### config.mk
export PLATFORM = sky130hd
export DESIGN_NAME = fp_add_norm_round
export DESIGN_NICKNAME = d
export VERILOG_FILES = /design/src/rtl/fp_add_norm_round.sv
export SDC_FILE = /design/constraint.sdc
export NUM_CORES = 1
export LEC_CHECK = 0
export BUFFER_PORTS_ARGS = -buffer_cell sky130_fd_sc_hd__buf_2
export CAP_MARGIN = 25
export CORE_ASPECT_RATIO = 2
export CORE_MARGIN = 5
export CORE_UTILIZATION = 63
export DETAILED_ROUTE_END_ITERATION = 7
export PLACE_DENSITY_LB_ADDON = 0.08
export REMOVE_ABC_BUFFERS = 1
export SLEW_MARGIN = 20
export SYNTH_ARGS = -nofsm -noshare
export SYNTH_HDL_FRONTEND = slang
export SYNTH_SLANG_ARGS = --single-unit
### constraint.sdc
create_clock -name clk -period 5.8 [get_ports clk]
set_clock_uncertainty 0.2 [all_clocks]
set_input_delay 1.16 -clock clk [delete_from_list [all_inputs] [get_ports clk]]
set_output_delay 1.16 -clock clk [all_outputs]
set_load 0.05 [all_outputs]
### src/rtl/fp_add_norm_round.sv
`default_nettype none
// ============================================================================
// Module  : fp_add_norm_round
// Purpose : FP adder back end - normalise, round-to-nearest-even, pack; 2-stage valid/ready pipe
// Rev     : 1.0
// ============================================================================
module fp_add_norm_round #(
  parameter int MAN_W = 10,
  parameter int EXP_W = 5,
  localparam int SUM_W = MAN_W + 5
) (
  input  logic                 clk,
  input  logic                 rst_n,
  input  logic                 in_valid,
  output logic                 in_ready,
  input  logic                 in_sign,
  input  logic [EXP_W-1:0]     in_exp,
  input  logic [SUM_W-1:0]     in_sum,
  output logic                 out_valid,
  input  logic                 out_ready,
  output logic [EXP_W+MAN_W:0] out_result,
  output logic [3:0]           out_flags
);

  localparam int LZ_W = $clog2(SUM_W);
  typedef logic signed [EXP_W+1:0] sexp_t;
  localparam sexp_t c_exp_max = sexp_t'((1 << EXP_W) - 1);
  localparam logic [MAN_W-1:0] c_qnan_frac = {1'b1, {(MAN_W-1){1'b0}}};

  // ---------------- stage 1: normalise ----------------
  logic [SUM_W-2:0] w_lo;
  logic [SUM_W-2:0] w_shl;
  logic [LZ_W-1:0]  w_lzc;
  logic [MAN_W:0]   w_n_man;
  logic [2:0]       w_n_grs;
  sexp_t            w_exp_in;
  sexp_t            w_n_exp;
  logic             w_in_fire;
  logic             w_s1_adv;

  logic             r_s1_v;
  logic             r_s1_sign;
  sexp_t            r_s1_exp;
  logic [MAN_W-1:0] r_s1_frac;
  logic [2:0]       r_s1_grs;
  logic             r_s1_zero;
  logic             r_s1_spec;
  logic             r_s1_nan;

  assign w_lo     = in_sum[SUM_W-2:0];
  assign w_exp_in = sexp_t'(in_exp);

  always_comb begin
    w_lzc = LZ_W'(SUM_W - 1);
    for (int i = 0; i < SUM_W - 1; i++) begin
      if (w_lo[i]) w_lzc = LZ_W'(SUM_W - 2 - i);
    end
  end

  assign w_shl = w_lo << w_lzc;

  always_comb begin
    if (in_sum[SUM_W-1]) begin
      w_n_man = in_sum[SUM_W-1:SUM_W-1-MAN_W];
      w_n_grs = {in_sum[3], in_sum[2], |in_sum[1:0]};
      w_n_exp = w_exp_in + sexp_t'(1);
    end else begin
      w_n_man = w_shl[SUM_W-2:3];
      w_n_grs = w_shl[2:0];
      w_n_exp = w_exp_in - sexp_t'(w_lzc);
    end
  end

  // ---------------- stage 2: round and pack ----------------
  logic                 r_s2_v;
  logic [EXP_W+MAN_W:0] r_out_result;
  logic [3:0]           r_out_flags;
  logic                 w_round_up;
  logic                 w_rnd_cy;
  logic [MAN_W-1:0]     w_frac_rnd;
  sexp_t                w_exp_rnd;
  logic [EXP_W+MAN_W:0] w_res;
  logic [3:0]           w_flags;

  assign w_round_up = r_s1_grs[2] & (r_s1_grs[1] | r_s1_grs[0] | r_s1_frac[0]);
  // A carry out of the fraction means 1.11..1 rounded up to 10.0: fraction is already 0
  assign {w_rnd_cy, w_frac_rnd} = {1'b0, r_s1_frac} + (MAN_W+1)'(w_round_up);
  assign w_exp_rnd = r_s1_exp + sexp_t'(w_rnd_cy);

  always_comb begin
    w_res   = {r_s1_sign, w_exp_rnd[EXP_W-1:0], w_frac_rnd};
    w_flags = {2'b00, |r_s1_grs, 1'b0};
    if (r_s1_spec) begin
      w_res   = {r_s1_sign, {EXP_W{1'b1}}, (r_s1_nan ? c_qnan_frac : {MAN_W{1'b0}})};
      w_flags = 4'b0000;
    end else if (r_s1_zero) begin
      w_res   = {r_s1_sign, {(EXP_W+MAN_W){1'b0}}};
      w_flags = 4'b0001;
    end else if (w_exp_rnd >= c_exp_max) begin
      w_res   = {r_s1_sign, {EXP_W{1'b1}}, {MAN_W{1'b0}}};
      w_flags = 4'b1010;
    end else if (w_exp_rnd <= sexp_t'(0)) begin
      w_res   = {r_s1_sign, {(EXP_W+MAN_W){1'b0}}};
      w_flags = 4'b0111;
    end
  end

  // ---------------- handshake ----------------
  assign in_ready  = !rst_n || !r_s1_v || !r_s2_v || out_ready;
  assign w_in_fire = in_valid && in_ready;
  assign w_s1_adv  = r_s1_v && (!r_s2_v || out_ready);

  always_ff @(posedge clk or negedge rst_n) begin
    if (!rst_n) begin
      r_s1_v       <= 1'b0;
      r_s1_sign    <= 1'b0;
      r_s1_exp     <= '0;
      r_s1_frac    <= '0;
      r_s1_grs     <= '0;
      r_s1_zero    <= 1'b0;
      r_s1_spec    <= 1'b0;
      r_s1_nan     <= 1'b0;
      r_s2_v       <= 1'b0;
      r_out_result <= '0;
      r_out_flags  <= '0;
    end else begin
      if (w_in_fire) begin
        r_s1_sign <= in_sign;
        r_s1_exp  <= w_n_exp;
        r_s1_frac <= w_n_man[MAN_W-1:0];
        r_s1_grs  <= w_n_grs;
        r_s1_zero <= !w_n_man[MAN_W];
        r_s1_spec <= &in_exp;
        r_s1_nan  <= |in_sum[MAN_W+2:3];
      end
      r_s1_v <= w_in_fire || (r_s1_v && !w_s1_adv);

      if (w_s1_adv) begin
        r_s2_v       <= 1'b1;
        r_out_result <= w_res;
        r_out_flags  <= w_flags;
      end else if (out_ready) begin
        r_s2_v <= 1'b0;
      end
    end
  end

  assign out_valid  = r_s2_v;
  assign out_result = r_out_result;
  assign out_flags  = r_out_flags;

endmodule
`default_nettype wire

# --- Word level (Yosys, flattened, before mapping) ---
# Index checks and enable logic that the tools add are counted.
word_totals:
  in_bits: 25
  latch_bits: 0
  ram_bits: 0
  memories: 0
  regBits: 46
  mem_bits_ro: 0
  word_cells: 67
classes:
  n_lt_le_gt_ge: 2
  add_sub_neg: 4
  bitwise_logic: 3
  mux: 28
  n_reduce_logical: 18
  eq_ne: 0
  shifts: 1
  multipliers: 0
  n_div: 0
op_table:
  columns: ["operator", "n"]
  rows:
  - ["$mux W15", 4]
  - ["$mux W4", 15]
  - ["$shl A14 B4 Y14", 1]
  - ["$add A10 B1 Y11", 1]
  - ["$mux W11", 1]
  - ["$mux W10", 1]
  - ["$reduce_or A10 Y1", 1]
  - ["$add A7 B2 Y7", 1]
  - ["$ge A7 B6 Y1 const B", 1]
  - ["$le A7 B1 Y1 const B", 1]
  - ["$mux W7", 1]
  - ["$add A5 B1 Y6 const B", 1]
  - ["$mux W3", 2]
  - ["$sub A5 B4 Y6", 1]
  - ["$logic_not A1 Y1", 5]
  - ["$logic_or A1 B1 Y1", 5]
  - ["$reduce_and A5 Y1", 1]
  - ["$mux W2", 2]
  - ["$logic_and A1 B1 Y1", 3]
  - ["$reduce_or A3 Y1", 1]
  - ["$mux W1", 2]
  - ["$or A1 B1 Y1", 2]
  - ["$reduce_bool A2 Y1", 1]
  - ["$reduce_or A2 Y1", 1]
  - ["$and A1 B1 Y1", 1]

# --- Longest topological paths before layout ---
depth:
  word_depth: 17
  mapped_depth: 16
  ltp_nobuf: 15

# --- Worst setup path before layout ---
# OpenSTA, ideal clock, no wires.
synth_path:
  path_type: "input -> register"
  from: "input port in_sum[4]"
  to: "register r_s1_exp[5]"
  cell_stages: 10
  setup_slack_ps: 2199
  t_required_ps: 5518
  setup_time_ps: 82
  arrival_ps: 3319
  cell_sequence: "buf_2 nor4_1 o21a_1 inv_1 buf_2 ha_1 inv_1 o21ai_0 a2111o_1 a31oi_1"
synth_between:
  elab_chain_len: 12
synth_lines:
  columns: ["element", "line", "rtl"]
  rows:
  - ["start, declared", "18", "input logic [SUM_W-1:0] in_sum,"]
  - ["$mux W4 (10 in a row)", "56", "if (w_lo[i]) w_lzc = LZ_W'(SUM_W - 2 - i);"]
  - ["$sub A5 B4 Y6", "70", "w_n_exp = w_exp_in - sexp_t'(w_lzc);"]
  - ["$mux W7", "63", "if (in_sum[SUM_W-1]) begin"]
  - ["end signal, assigned", "129", "r_s1_exp <= w_n_exp;"]
  - ["end, declared", "43", "sexp_t r_s1_exp;"]
# Every way passes these cells.
# A chain may end at the register's enable or synchronous reset.

# --- Worst setup path after layout ---
layout_path:
  from: "register r_s1_grs[2]"
  to: "register r_out_result[9], in the netlist out_result[9]"
layout_between:
  elab_chain_len: 8
layout_lines:
  columns: ["element", "line", "rtl"]
  rows:
  - ["start, declared", "45", "logic [2:0] r_s1_grs;"]
  - ["start signal, assigned", "131", "r_s1_grs <= w_n_grs;"]
  - ["$and A1 B1 Y1 (*)", "85", "assign w_round_up = r_s1_grs[2] & (r_s1_grs[1] | r_s1_grs[0] | r_s1_frac[0]);"]
  - ["$add A10 B1 Y11 (*)", "87", "assign {w_rnd_cy, w_frac_rnd} = {1'b0, r_s1_frac} + (MAN_W+1)'(w_round_up);"]
  - ["$add A7 B2 Y7", "88", "assign w_exp_rnd = r_s1_exp + sexp_t'(w_rnd_cy);"]
  - ["$le A7 B1 Y1", "102", "end else if (w_exp_rnd <= sexp_t'(0)) begin"]
  - ["$mux W15", "102", null]
  - ["$mux W15 (*)", "99", "end else if (w_exp_rnd >= c_exp_max) begin"]
  - ["$mux W15 (*)", "96", "end else if (r_s1_zero) begin"]
  - ["$mux W15 (*)", "93", "if (r_s1_spec) begin"]
  - ["end signal, assigned", "140", "r_out_result <= w_res;"]
  - ["end, declared", "76", "logic [EXP_W+MAN_W:0] r_out_result;"]
# Mark *: on every way between the ends. The rest lies on a longest branch, timed or not.

==> results.md <==
- For the pin with the worst max-slew slack, the measured transition is 665 ps.
- Of all nets on the critical path, the largest fanout is 10.
- Counting instances, the worst hold path has a depth of 2.
- In the post-synthesis netlist, the biggest area contributors are sky130_fd_sc_hd__dfrtp_1 (34%), sky130_fd_sc_hd__nand2_1 (6.6%), sky130_fd_sc_hd__o21ai_0 (3.7%).
- The detailed-route wire length per cell is 19.1 µm.
- The multi-input combinational cell area is 2040 µm².
- The largest individual stage delay along the critical path comes from the cell sky130_fd_sc_hd__or4_1.
- The startpoint identified for the worst hold timing path is out_result[15]$_DFFE_PN0P_.
- The post-layout total power is 0.00108 W.
- The final critical path time including I/O delays and setup is 3940 ps.
- Of the cells placed in the final design, the portion with a size suffix greater than 1 is 20.0%.
- The final count of hold timing violations is 0.
- The combinational share of power is 38.3%.
- The post-synthesis sequential area ratio is 34.1%.
- The internal power consumption is 0.000634 W.
- The via count of the first global-routing pass is 3073.
- After clock tree synthesis, the flow added hold-fix buffers numbering 0.
- The clock network fraction of design power is 22.5%.
- The standard-cell row count is 37.
- The setup TNS is 0 ps.
- The portion of total power attributed to sequential cells is 39.1%.
- The placed instances occupy a cell area of 3570 µm².
- The startpoint kind of the worst setup timing path is a register.
- After synthesis the cells add up to 3380 µm².
- Before CTS, the worst setup slack after placement is 1790 ps.
- Yosys mapped the design onto 70 distinct sky130hd cell types.
- Summed over all nets, the half-perimeter wirelength after detailed placement is 7.24 mm.
- The path with the worst hold slack has its endpoint at out_result[15]$_DFFE_PN0P_.
- The required time of the critical path is 5860 ps.
- The dominant cell type by area after synthesis is sky130_fd_sc_hd__dfrtp_1.
- The minimum setup slack among reg-to-reg paths is 1860 ps.
- CTS built an H-tree with a depth of 2.
- The worst hold path class is reg -> reg.
- The number of flops mapped to enable cells by yosys is 0.
- 47 I/O pins were placed.
- For this block, the routed nets add up to 9.32 mm of wire.
- The pre-antenna-repair detailed-routing pass consisted of 5 iterations.
- The worst slew margin relative to its limit is 55.4%.
- The number of maximum-capacitance violations is 0.
- The detailed-route vias per instance is 6.52.
- The initial antenna violation count is 0.
- The final cell area excluding filler cells is 3690 µm².
- After clock tree synthesis, the clock-pin slew on the worst setup and hold paths is 90 ps.
- The count of nets left with antenna violations once routing finished came out at 0.
- The floorplan step set the die height to 114 µm.
- Walking the worst path, the cells encountered are and2_1 -> ha_1 -> nand3_1 -> nor2_1 -> and3_1 -> and3_1 -> ha_1 -> ha_1 -> and3_1 -> and3_4 -> xnor2_4 -> o41ai_1 -> or4_1 -> o21ai_1 -> o21a_1.
- Entering global routing, the biggest net connects 48 pins.
- Fill cells in the final layout number 432.
- The insertion delay to the later sink of the worst-skew pair is 310 ps.
- The standby leakage power is 1.64 nW.
- The most instantiated flip-flop cell in the synthesis netlist is sky130_fd_sc_hd__dfrtp_1.
- Counting cells, the worst reg-to-reg path comes to 15.
- In the synthesized netlist, the cells that appear most often are sky130_fd_sc_hd__nand2_1 (59), sky130_fd_sc_hd__dfrtp_1 (46), sky130_fd_sc_hd__nor2_1 (30), sky130_fd_sc_hd__o21ai_0 (25), sky130_fd_sc_hd__a21oi_1 (24).
- The critical path class is reg -> reg.
- The clock passes through at most 2 buffers.
- TritonCTS built the clock tree.
- The launch point of the worst reg-to-reg path is r_s1_grs[2]$_DFFE_PN0P_.
- Compared with the post-synthesis result, the final layout area differs by 9.19%.
- On the worst path, the slowest cell contributes a delay of 680 ps.
- Once the clock tree was built, the resizer swapped 0 gates to a different size.
- The arrival time of the worst setup path is 4000 ps.
- The core area is 5180 µm².
- The initial detailed-routing violation count is 152.
- The number of warnings issued by yosys is 0.
- The run finished with clean final reports.
- In this run the power density over the cells is 293 nW/µm².
- The die area is 7010 µm².
- The antenna diode count is 0.
- The number of setup violations in the final report is 0.
- In this run the horizontal extent of the chip is 61.8 µm.
- The first global-routing pass estimated 15.1 mm of wire.
- The worst path meets setup with 1860 ps of slack.
- The worst voltage drop across the vdd grid is 0.000308 V.
- In the final design database the tool counted 463 nets.
- The maximum clock frequency is 0.254 GHz.
- The final critical path takes up 68.0% of the cycle.
- Setup repair after global routing left no endpoint under its margin.
- In this run, CTS created clock tree buffers numbering 5.
- The root buffer cell is sky130_fd_sc_hd__clkbuf_8.
- The count of pins over their slew limit is 0.
- The dominant cell by count in the synthesized netlist is sky130_fd_sc_hd__nand2_1.
- The number of sinks driven by the clock tree is 46.
- A synthesized cell averages 8.51 µm².
- The global-route usage over all layers is 29.0%.
- The synthesized netlist cell count is 397.
- The total number of vias is 3175.
- The sequential cell area is 1150 µm².
- Routability-driven placement finished with a final weighted congestion of 1.02.
- The number of buffers inserted to repair setup after CTS is 0.
- The starting density of the core is 65.1%.
- Net switching is 41.4% of the power.
- Counting flops and latches in the post-synthesis netlist gives 46.
- The reported net switching power is 0.000448 W.
- The endpoint type of the worst setup path is a register.
- The area fraction of the dominant cell type after synthesis is 34.1%.
- The overall overflow remaining after global route is 0.
- In this run the critical register-to-register path is captured at out_result[9]$_DFFE_PN0P_.
- Counting flops with an async set or reset pin after synthesis yields a share of 100%.
- The number of design rule violations left after detail routing is 0.
- The count of buffers inserted at the top-level ports is 46.
-- cell usage in the layout, fill, tap and decap left out, types with 4 or more instances in the layout --
cell type	synthesis	routed
sky130_fd_sc_hd__nand2_1	59	59
sky130_fd_sc_hd__buf_2	6	46
sky130_fd_sc_hd__dfrtp_1	46	46
sky130_fd_sc_hd__nor2_1	30	30
sky130_fd_sc_hd__o21ai_0	25	25
sky130_fd_sc_hd__a21oi_1	24	24
sky130_fd_sc_hd__xnor2_1	14	14
sky130_fd_sc_hd__inv_1	12	12
sky130_fd_sc_hd__nand3_1	12	12
sky130_fd_sc_hd__nor3_1	12	12
sky130_fd_sc_hd__and3_1	11	11
sky130_fd_sc_hd__o31ai_2	9	9
sky130_fd_sc_hd__ha_1	9	9
sky130_fd_sc_hd__a31oi_1	8	8
sky130_fd_sc_hd__o21ai_1	6	6
sky130_fd_sc_hd__nand2b_1	5	5
sky130_fd_sc_hd__o21a_1	5	5
sky130_fd_sc_hd__o22ai_1	5	5
sky130_fd_sc_hd__a22o_1	5	5
sky130_fd_sc_hd__clkbuf_8	0	5
sky130_fd_sc_hd__xor2_1	4	4
sky130_fd_sc_hd__mux2i_1	4	4
sky130_fd_sc_hd__o211ai_1	4	4
sky130_fd_sc_hd__buf_4	2	4
-- through the flow --
stage	cells	utilization [%]	hold slack, ps
2_1_floorplan	371	-	239
3_3_place_gp	479	68.9	256
3_5_place_dp	479	68.9	258
4_1_cts	487	71.1	279
5_1_grt	487	71.1	299
6_report	487	71.1	272
-- per-layer routing --
metal / vias up / global-route usage [%] / part of all wire (%)
met1: 1465 / 29.5 / 32
li1: 1508 / - / -
met4: 0 / 19.0 / 7.3
met2: 158 / 51.3 / 54
met3: 44 / 4.08 / 5.9
met5: - / 0 / 0
-- area by class of cell --
class	instances	share of cell area (%)
inverter	14	1.49
tap	58	1.97
multi-input combinational	311	55.2
sequential	46	31.2
timing repair buffer	50	7.06
clock buffer	5	1.87
clock inverter	3	1.19
-- worst max-delay path, delay by kind of cell, from the launching register on --
| family | cells | cell delay (ps) |
|---|---|---|
| fa+ha+maj | 3 | 580 |
| compound gates | 3 | 520 |
| flops | 1 | 460 |
| simple gates | 8 | 1980 |
| xor+xnor | 1 | 140 |
-- state kept, by name, summed over array words and instances, names as in the netlist --
| name | count |
|---|---|
| r_s1_frac | 10 |
| out_valid | 1 |
| out_result | 16 |
| r_s1_spec | 1 |
| r_s1_zero | 1 |
| r_s1_exp | 7 |
| r_s1_grs | 3 |
| r_s1_v | 1 |
| r_s1_sign | 1 |
| out_flags | 4 |
| r_s1_nan | 1 |
-- logic make-up (layout without fill, tap and decap cells) --
logic type      after synthesis  count (layout)  synth area share (%)
simple gates                153             153                  22.2
compound gates              120             120                  25.8
flops                        46              46                  34.1
buf+inv                      40              72                  5.63
xor+xnor                     19              19                  5.48
fa+ha+maj                    10              10                  3.93
mux                           9               9                  2.96
-- worst max path at each step --
stage	startpoint	endpoint	cells past startpoint
after floorplan	r_s1_frac[0]$_DFFE_PN0P_	out_result[9]$_DFFE_PN0P_	15
after global placement	in_sum[13]	r_s1_exp[4]$_DFFE_PN0P_	15
after detailed placement	in_sum[13]	r_s1_exp[4]$_DFFE_PN0P_	15
after CTS	r_s1_grs[2]$_DFFE_PN0P_	out_result[9]$_DFFE_PN0P_	15
after global routing	r_s1_grs[2]$_DFFE_PN0P_	out_result[9]$_DFFE_PN0P_	15
final	r_s1_grs[2]$_DFFE_PN0P_	out_result[9]$_DFFE_PN0P_	15
-- power by group through the flow --
stage | Sequential (W) | Combinational (W) | Clock [W]
2_1_floorplan | 0.000540 | 0.000180 | 0
3_3_place_gp | 0.000428 | 0.000410 | 0
3_5_place_dp | 0.000431 | 0.000413 | 0
4_1_cts | 0.000424 | 0.000415 | 0.000246
5_1_grt | 0.000432 | 0.000449 | 0.000259
6_report | 0.000424 | 0.000415 | 0.000244
No activity file was read; power rests on OpenSTA's default activity.
